## src/rtl/cpu_defs.sv

```systemverilog
// Definitions shared by the fetch unit and control_unit: instruction field
// positions, opcode encodings, fetch FSM states and next-PC selector codes.
package cpu_defs;

  localparam int DEF_ADDR_W  = 16;
  localparam int DEF_INSTR_W = 16;

  localparam int OP_MSB   = 15;
  localparam int OP_LSB   = 11;
  localparam int FLAG_BIT = 10;
  localparam int IMM_MSB  = 9;

  localparam logic [15:0] DEF_RESET_PC = 16'h0000;

  // Opcode 0 with flagbit 0 is APUT, which is also what a cleared IR decodes to.
  localparam logic [4:0] OP_APUT = 5'h00;
  localparam logic [4:0] OP_HALT = 5'h1F;

  typedef enum logic [1:0] {
    ST_BOOT  = 2'd0,
    ST_FETCH = 2'd1,
    ST_ISSUE = 2'd2,
    ST_HALT  = 2'd3
  } fetch_state_t;

  typedef enum logic [1:0] {
    PC_SEL_HOLD     = 2'd0,
    PC_SEL_SEQ      = 2'd1,
    PC_SEL_REDIRECT = 2'd2
  } pc_sel_t;

endpackage

```

## src/rtl/pc_next_mux.sv

```systemverilog
// Combinational next-PC select: hold, sequential (PC+2, wrapping) or a
// halfword-aligned redirect. Also exports PC+2 for return-address saves.
module pc_next_mux
  import cpu_defs::*;
#(
  parameter int ADDR_W = DEF_ADDR_W
) (
  input  logic [ADDR_W-1:0] i_pc,
  input  logic [ADDR_W-1:0] i_branch_target,
  input  logic [1:0]        i_sel,
  output logic [ADDR_W-1:0] o_next_pc,
  output logic [ADDR_W-1:0] o_pc_plus2
);

  logic [ADDR_W-1:0] w_pc_plus2;
  logic [ADDR_W-1:0] w_target_aligned;

  // Sequential increment and aligned redirect candidates; the add wraps naturally.
  always_comb begin
    w_pc_plus2       = i_pc + {{(ADDR_W-2){1'b0}}, 2'b10};
    w_target_aligned = {i_branch_target[ADDR_W-1:1], 1'b0};
  end

  // Select between the candidates.
  always_comb begin
    o_next_pc = i_pc;
    case (i_sel)
      PC_SEL_HOLD:     o_next_pc = i_pc;
      PC_SEL_SEQ:      o_next_pc = w_pc_plus2;
      PC_SEL_REDIRECT: o_next_pc = w_target_aligned;
      default:         o_next_pc = i_pc;
    endcase
  end

  assign o_pc_plus2 = w_pc_plus2;

endmodule

```

## src/rtl/instr_fetch_unit.sv

```systemverilog
// Front end of the multicycle datapath: PC, instruction fetch over a
// req/ready handshake, instruction register, and the BOOT/FETCH/ISSUE/HALT FSM.
module instr_fetch_unit
  import cpu_defs::*;
#(
  parameter int              ADDR_W   = DEF_ADDR_W,
  parameter int              INSTR_W  = DEF_INSTR_W,
  parameter logic [ADDR_W-1:0] RESET_PC = DEF_RESET_PC,
  parameter logic [4:0]      HALT_OP  = OP_HALT
) (
  input  logic               CLK,
  input  logic               Reset,
  output logic               mem_req,
  output logic [ADDR_W-1:0]  mem_addr,
  input  logic               mem_ready,
  input  logic [INSTR_W-1:0] mem_rdata,
  input  logic               stall,
  input  logic               PCWrite,
  input  logic               PCSrc,
  input  logic [ADDR_W-1:0]  branch_target,
  output logic [4:0]         OPCODE,
  output logic               flagbit,
  output logic [9:0]         IMM,
  output logic               instr_valid,
  output logic [ADDR_W-1:0]  PC,
  output logic [ADDR_W-1:0]  PC_plus2,
  output logic               halted
);

  fetch_state_t       r_state;
  fetch_state_t       w_state_next;
  pc_sel_t            w_pc_sel;
  logic               w_ir_load;
  logic [ADDR_W-1:0]  r_pc;
  logic [ADDR_W-1:0]  w_pc_next;
  logic [ADDR_W-1:0]  w_pc_plus2;
  logic [INSTR_W-1:0] r_ir;
  logic [4:0]         w_opcode;

  assign w_opcode = r_ir[OP_MSB:OP_LSB];

  // FSM state register.
  always_ff @(posedge CLK or posedge Reset) begin
    if (Reset) begin
      r_state <= ST_BOOT;
    end else begin
      r_state <= w_state_next;
    end
  end

  // Next state, IR load strobe and next-PC selection.
  always_comb begin
    w_state_next = r_state;
    w_pc_sel     = PC_SEL_HOLD;
    w_ir_load    = 1'b0;
    case (r_state)
      ST_BOOT: begin
        w_state_next = ST_FETCH;
      end
      ST_FETCH: begin
        if (mem_ready) begin
          w_ir_load    = 1'b1;
          w_state_next = ST_ISSUE;
        end else begin
          w_state_next = ST_FETCH;
        end
      end
      ST_ISSUE: begin
        // A stalled issue ignores PCWrite/PCSrc entirely.
        if (stall) begin
          w_state_next = ST_ISSUE;
        end else if (w_opcode == HALT_OP) begin
          w_state_next = ST_HALT;
        end else begin
          w_state_next = ST_FETCH;
          if (PCWrite && PCSrc) begin
            w_pc_sel = PC_SEL_REDIRECT;
          end else begin
            w_pc_sel = PC_SEL_SEQ;
          end
        end
      end
      ST_HALT: begin
        w_state_next = ST_HALT;
      end
      default: begin
        w_state_next = ST_BOOT;
      end
    endcase
  end

  pc_next_mux #(
    .ADDR_W (ADDR_W)
  ) u_pc_next_mux (
    .i_pc            (r_pc),
    .i_branch_target (branch_target),
    .i_sel           (w_pc_sel),
    .o_next_pc       (w_pc_next),
    .o_pc_plus2      (w_pc_plus2)
  );

  // PC and instruction register.
  always_ff @(posedge CLK or posedge Reset) begin
    if (Reset) begin
      r_pc <= RESET_PC;
      r_ir <= {INSTR_W{1'b0}};
    end else begin
      r_pc <= w_pc_next;
      if (w_ir_load) begin
        r_ir <= mem_rdata;
      end
    end
  end

  // Outputs come straight from flops, so mem_req falls as soon as Reset rises.
  assign mem_req     = (r_state == ST_FETCH);
  assign mem_addr    = r_pc;
  assign instr_valid = (r_state == ST_ISSUE);
  assign halted      = (r_state == ST_HALT);
  assign PC          = r_pc;
  assign PC_plus2    = w_pc_plus2;
  assign OPCODE      = w_opcode;
  assign flagbit     = r_ir[FLAG_BIT];
  assign IMM         = r_ir[IMM_MSB:0];

endmodule
```

## config.mk

```make
export PLATFORM = sky130hd
export DESIGN_NAME = instr_fetch_unit
export DESIGN_NICKNAME = d
export VERILOG_FILES = /design/src/rtl/cpu_defs.sv /design/src/rtl/pc_next_mux.sv /design/src/rtl/instr_fetch_unit.sv
export SDC_FILE = /design/constraint.sdc
export NUM_CORES = 1
export LEC_CHECK = 0
export CAP_MARGIN = 20
export CORE_MARGIN = 2
export CORE_UTILIZATION = 42
export CTS_BUF_LIST = sky130_fd_sc_hd__clkbuf_4 sky130_fd_sc_hd__clkbuf_8 sky130_fd_sc_hd__clkbuf_16
export DETAILED_ROUTE_END_ITERATION = 7
export PLACE_DENSITY = 0.86
export SYNTH_ARGS = -nofsm -noshare
export SYNTH_HDL_FRONTEND = slang
export SYNTH_SLANG_ARGS = --single-unit
```

## constraint.sdc

```tcl
create_clock -name CLK -period 5.4 [get_ports CLK]
set_input_delay 0.54 -clock CLK [delete_from_list [all_inputs] [get_ports CLK]]
set_output_delay 0.54 -clock CLK [all_outputs]
set_load 0.005 [all_outputs]
```

==> out/results.ini <==
[power]
power.clock.fraction_pct=20.4
sw_frac_of_total_pct=27.81
switching_power_mw=0.2512
comb_power_share_pct=38.2
total_power_mw=0.9033
cell_internal_pwr_mw=0.6521
p_leak_nw=1.212
sequentialPowerShare_pct=41.4
ir_worst_vdd_mv=0.2196
pwr_density_cell_nw_per_um2=308.3

[sta]
fin_worst_skew_ns=0.007062
rel_slew_slack_pct=44.49
final-max-slew-violation-count=0
post-route-period-util_pct=60.98
timing.fmax_mhz=303.7
max_slew.worst_pin.slew_ns=0.8327
grt_setup_unrepaired=no
final.min_clock_period_ns=3.293
timing.final.setup_violations=0
hold_viol=0
final.setup.tns_ns=0

[synthesis]
synth_sequential_area_ratio_pct=42.66
netlist.top_cell.by_area=dfrtp_1
postSynthCellCount=196
synth_largest_type_area_fraction_pct=42.66
async_sr_flop_fraction_pct=100.0
synth_cell_types=45
synth.ff_latch_count=33
cell_area_after_synthesis_um2=1936
most_common_cell_in_the_netlist=dfrtp_1
post_synth_top_flop=dfrtp_1
yosys-top-cells-count=dfrtp_1, buf_4, mux2_2, inv_1
syn_area_per_cell_um2=9.876
post_synth_main_area_contributors=dfrtp_1, mux2_2, buf_4
synth_warnings=0
post_synth_edffs=0

[clock_network]
cts.reportedPaths.clkPinSlew_ns=0.07
cts.repair.resized=0
post_cts_hold_buffer_count=0
tritoncts=yes
post-cts-setup-buffer-count=0
cts.sink_count=33
clock_path_buffers=2
h-tree-depth=2
cts-buffers-inserted=5
clock_latency_ns=0.28
cts_root_buffer=clkbuf_8

[worst_setup_path]
critical_path_top_delay_cell=nor4_1
critical_path.startpoint_type=flop
setup.worst_path.end_class=output port
critPathMaxFanout=9
ordered_cell_list_for_the_critical_path=ha_1, nand3_1, nor4_1, xnor2_1, clkdlybuf4s50_1
worst_ep_arrival_time_ns=2.75
worst_setup_endpoint=PC_plus2[15]
cp-startpoint=PC[1]
regToRegEndpoint=PC[13]
critical_path_class=flop to output port
worst-r2r-setup-slack_ns=2.31
critical-path-max-stage-delay_ns=0.62
reg2reg_depth=9
cp.required_ns=4.86
r2r_start=r_ir[11]

[die]
placementRows=24
fp.dieW_um=71.89
die_area_um2=5167
die_h_um=71.89
num_io_pins=105
placeableCoreArea_um2=4384
initial_core_util_pct=44.15

[detailed_routing]
drt.antenna.violating_nets=0
drc=0
wl_per_cell_um=14.88
initialDrtViolationCount=122
via_count=1735
totalWireLength_mm=4.940
drt_pass1_iterations=4
vias_per_cell=5.226

[finish]
post-route-util_pct=66.84
antennaDiodeCount=0
areaGrowthSynthToFinish_pct=51.39
final_net_count=319
stdcell_count=332
drive_gt1_share_pct=12.14

[global_routing]
grt_remaining_overflow=0
grt_pass1_wl_mm=7.941
grt_pass1_vias=1680
grtUsageTotal_pct=19.51
maximum_number_of_pins_on_one_net_before_global_route_repair=34
number_of_antenna_violations_at_the_first_check_in_global_routing=0

[run]
maxCapViolations=0

[status]
outcome=completed

[place]
numPlacedInstances=324
finalWeightedCongestion=0.7946
dp_hpwl_mm=3.654
placement.io_buffers=100

[hold_path]
class_of_the_worst_hold_path=flop to flop

-- through the flow --
step | hold WS, ns | cell area (µm²) | worst slack (ns)
after floorplan | 0.5042 | 1943 | 3.195
after global placement | 0.4853 | 2844 | 1.980
after detailed placement | 0.4989 | 2844 | 1.916
after CTS | 0.5138 | 2930 | 2.116
after global routing | 0.5255 | 2930 | 1.863
final | 0.5090 | 2930 | 2.107
-- per-layer routing --
layer	share of wire [%]	vias to the layer above	global-route usage (%)
met5	0	-	0
met4	1.2	0	6.499
met3	8.7	7	5.204
met2	46	87	32.00
met1	44	804	25.07
li1	-	837	-
-- cells by family after synthesis --
family,count (synthesis),share of synthesized area (%)
buffers and inverters,39,11.25
AOI/OAI and AO/OA,33,11.89
muxes,17,9.825
DFF,33,42.66
and+or+nand+nor,58,17.00
other,1,0.1937
adders and majority gates,2,1.293
xor gates and xnor gates,13,5.882
-- worst max-delay path, delay by kind of cell (launching register included) --
kind	cells	cell delay [ns]
xor+xnor	1	0.19
fa+ha+maj	1	0.29
buf+inv	1	0.52
flops	1	0.52
simple gates	2	0.95
-- cell type report --
type                       instances  area (µm²)
fill                             357        1454
clock buffer                       6       76.32
clock inverter                     2       10.01
sequential                        33       825.8
timing repair buffer             101        1008
tap                               52       65.06
multi-input combinational        126       899.6
inverter                          12       45.04
-- power groups by stage --
| stage | registers (mW) | logic, mW | clock network [mW] |
|---|---|---|---|
| 2_1_floorplan | 0.372 | 0.126 | 0 |
| 3_3_place_gp | 0.372 | 0.341 | 0 |
| 3_5_place_dp | 0.379 | 0.349 | 0 |
| 4_1_cts | 0.375 | 0.350 | 0.187 |
| 5_1_grt | 0.384 | 0.374 | 0.199 |
| 6_report | 0.374 | 0.345 | 0.184 |
-- worst min path at each step --
stage          cells past startpoint  slack [ns]  endpoint      from
2_1_floorplan                      1        0.50  r_ir[10]  r_ir[10]
3_3_place_gp                       1        0.49   r_ir[3]   r_ir[3]
6_report                           1        0.51   r_ir[2]   r_ir[2]
4_1_cts                            1        0.51   r_ir[5]   r_ir[5]
3_5_place_dp                       1        0.50   r_ir[5]   r_ir[5]
5_1_grt                            1        0.53   r_ir[1]   r_ir[1]
-- placed cells by master (no fill, tap or decap), drive strengths merged, types with 4 or more instances in the layout --
master,Yosys,layout
inv,12,12
a22oi,8,8
a21oi,4,4
xor2,5,5
nor2b,4,4
xnor2,8,8
o21ai,7,7
dfrtp,33,33
nand3,10,10
nor2,9,9
nand2,10,10
clkbuf,7,6
nor3,7,7
clkdlybuf4s50,0,100
o311ai,4,4
mux2,16,16
-- flip-flops by register name (all words and copies together) (netlist names) --
| signal | cells |
|---|---|
| r_ir | 16 |
| PC | 15 |
| r_state | 2 |
(Power assumes the default switching activity.)
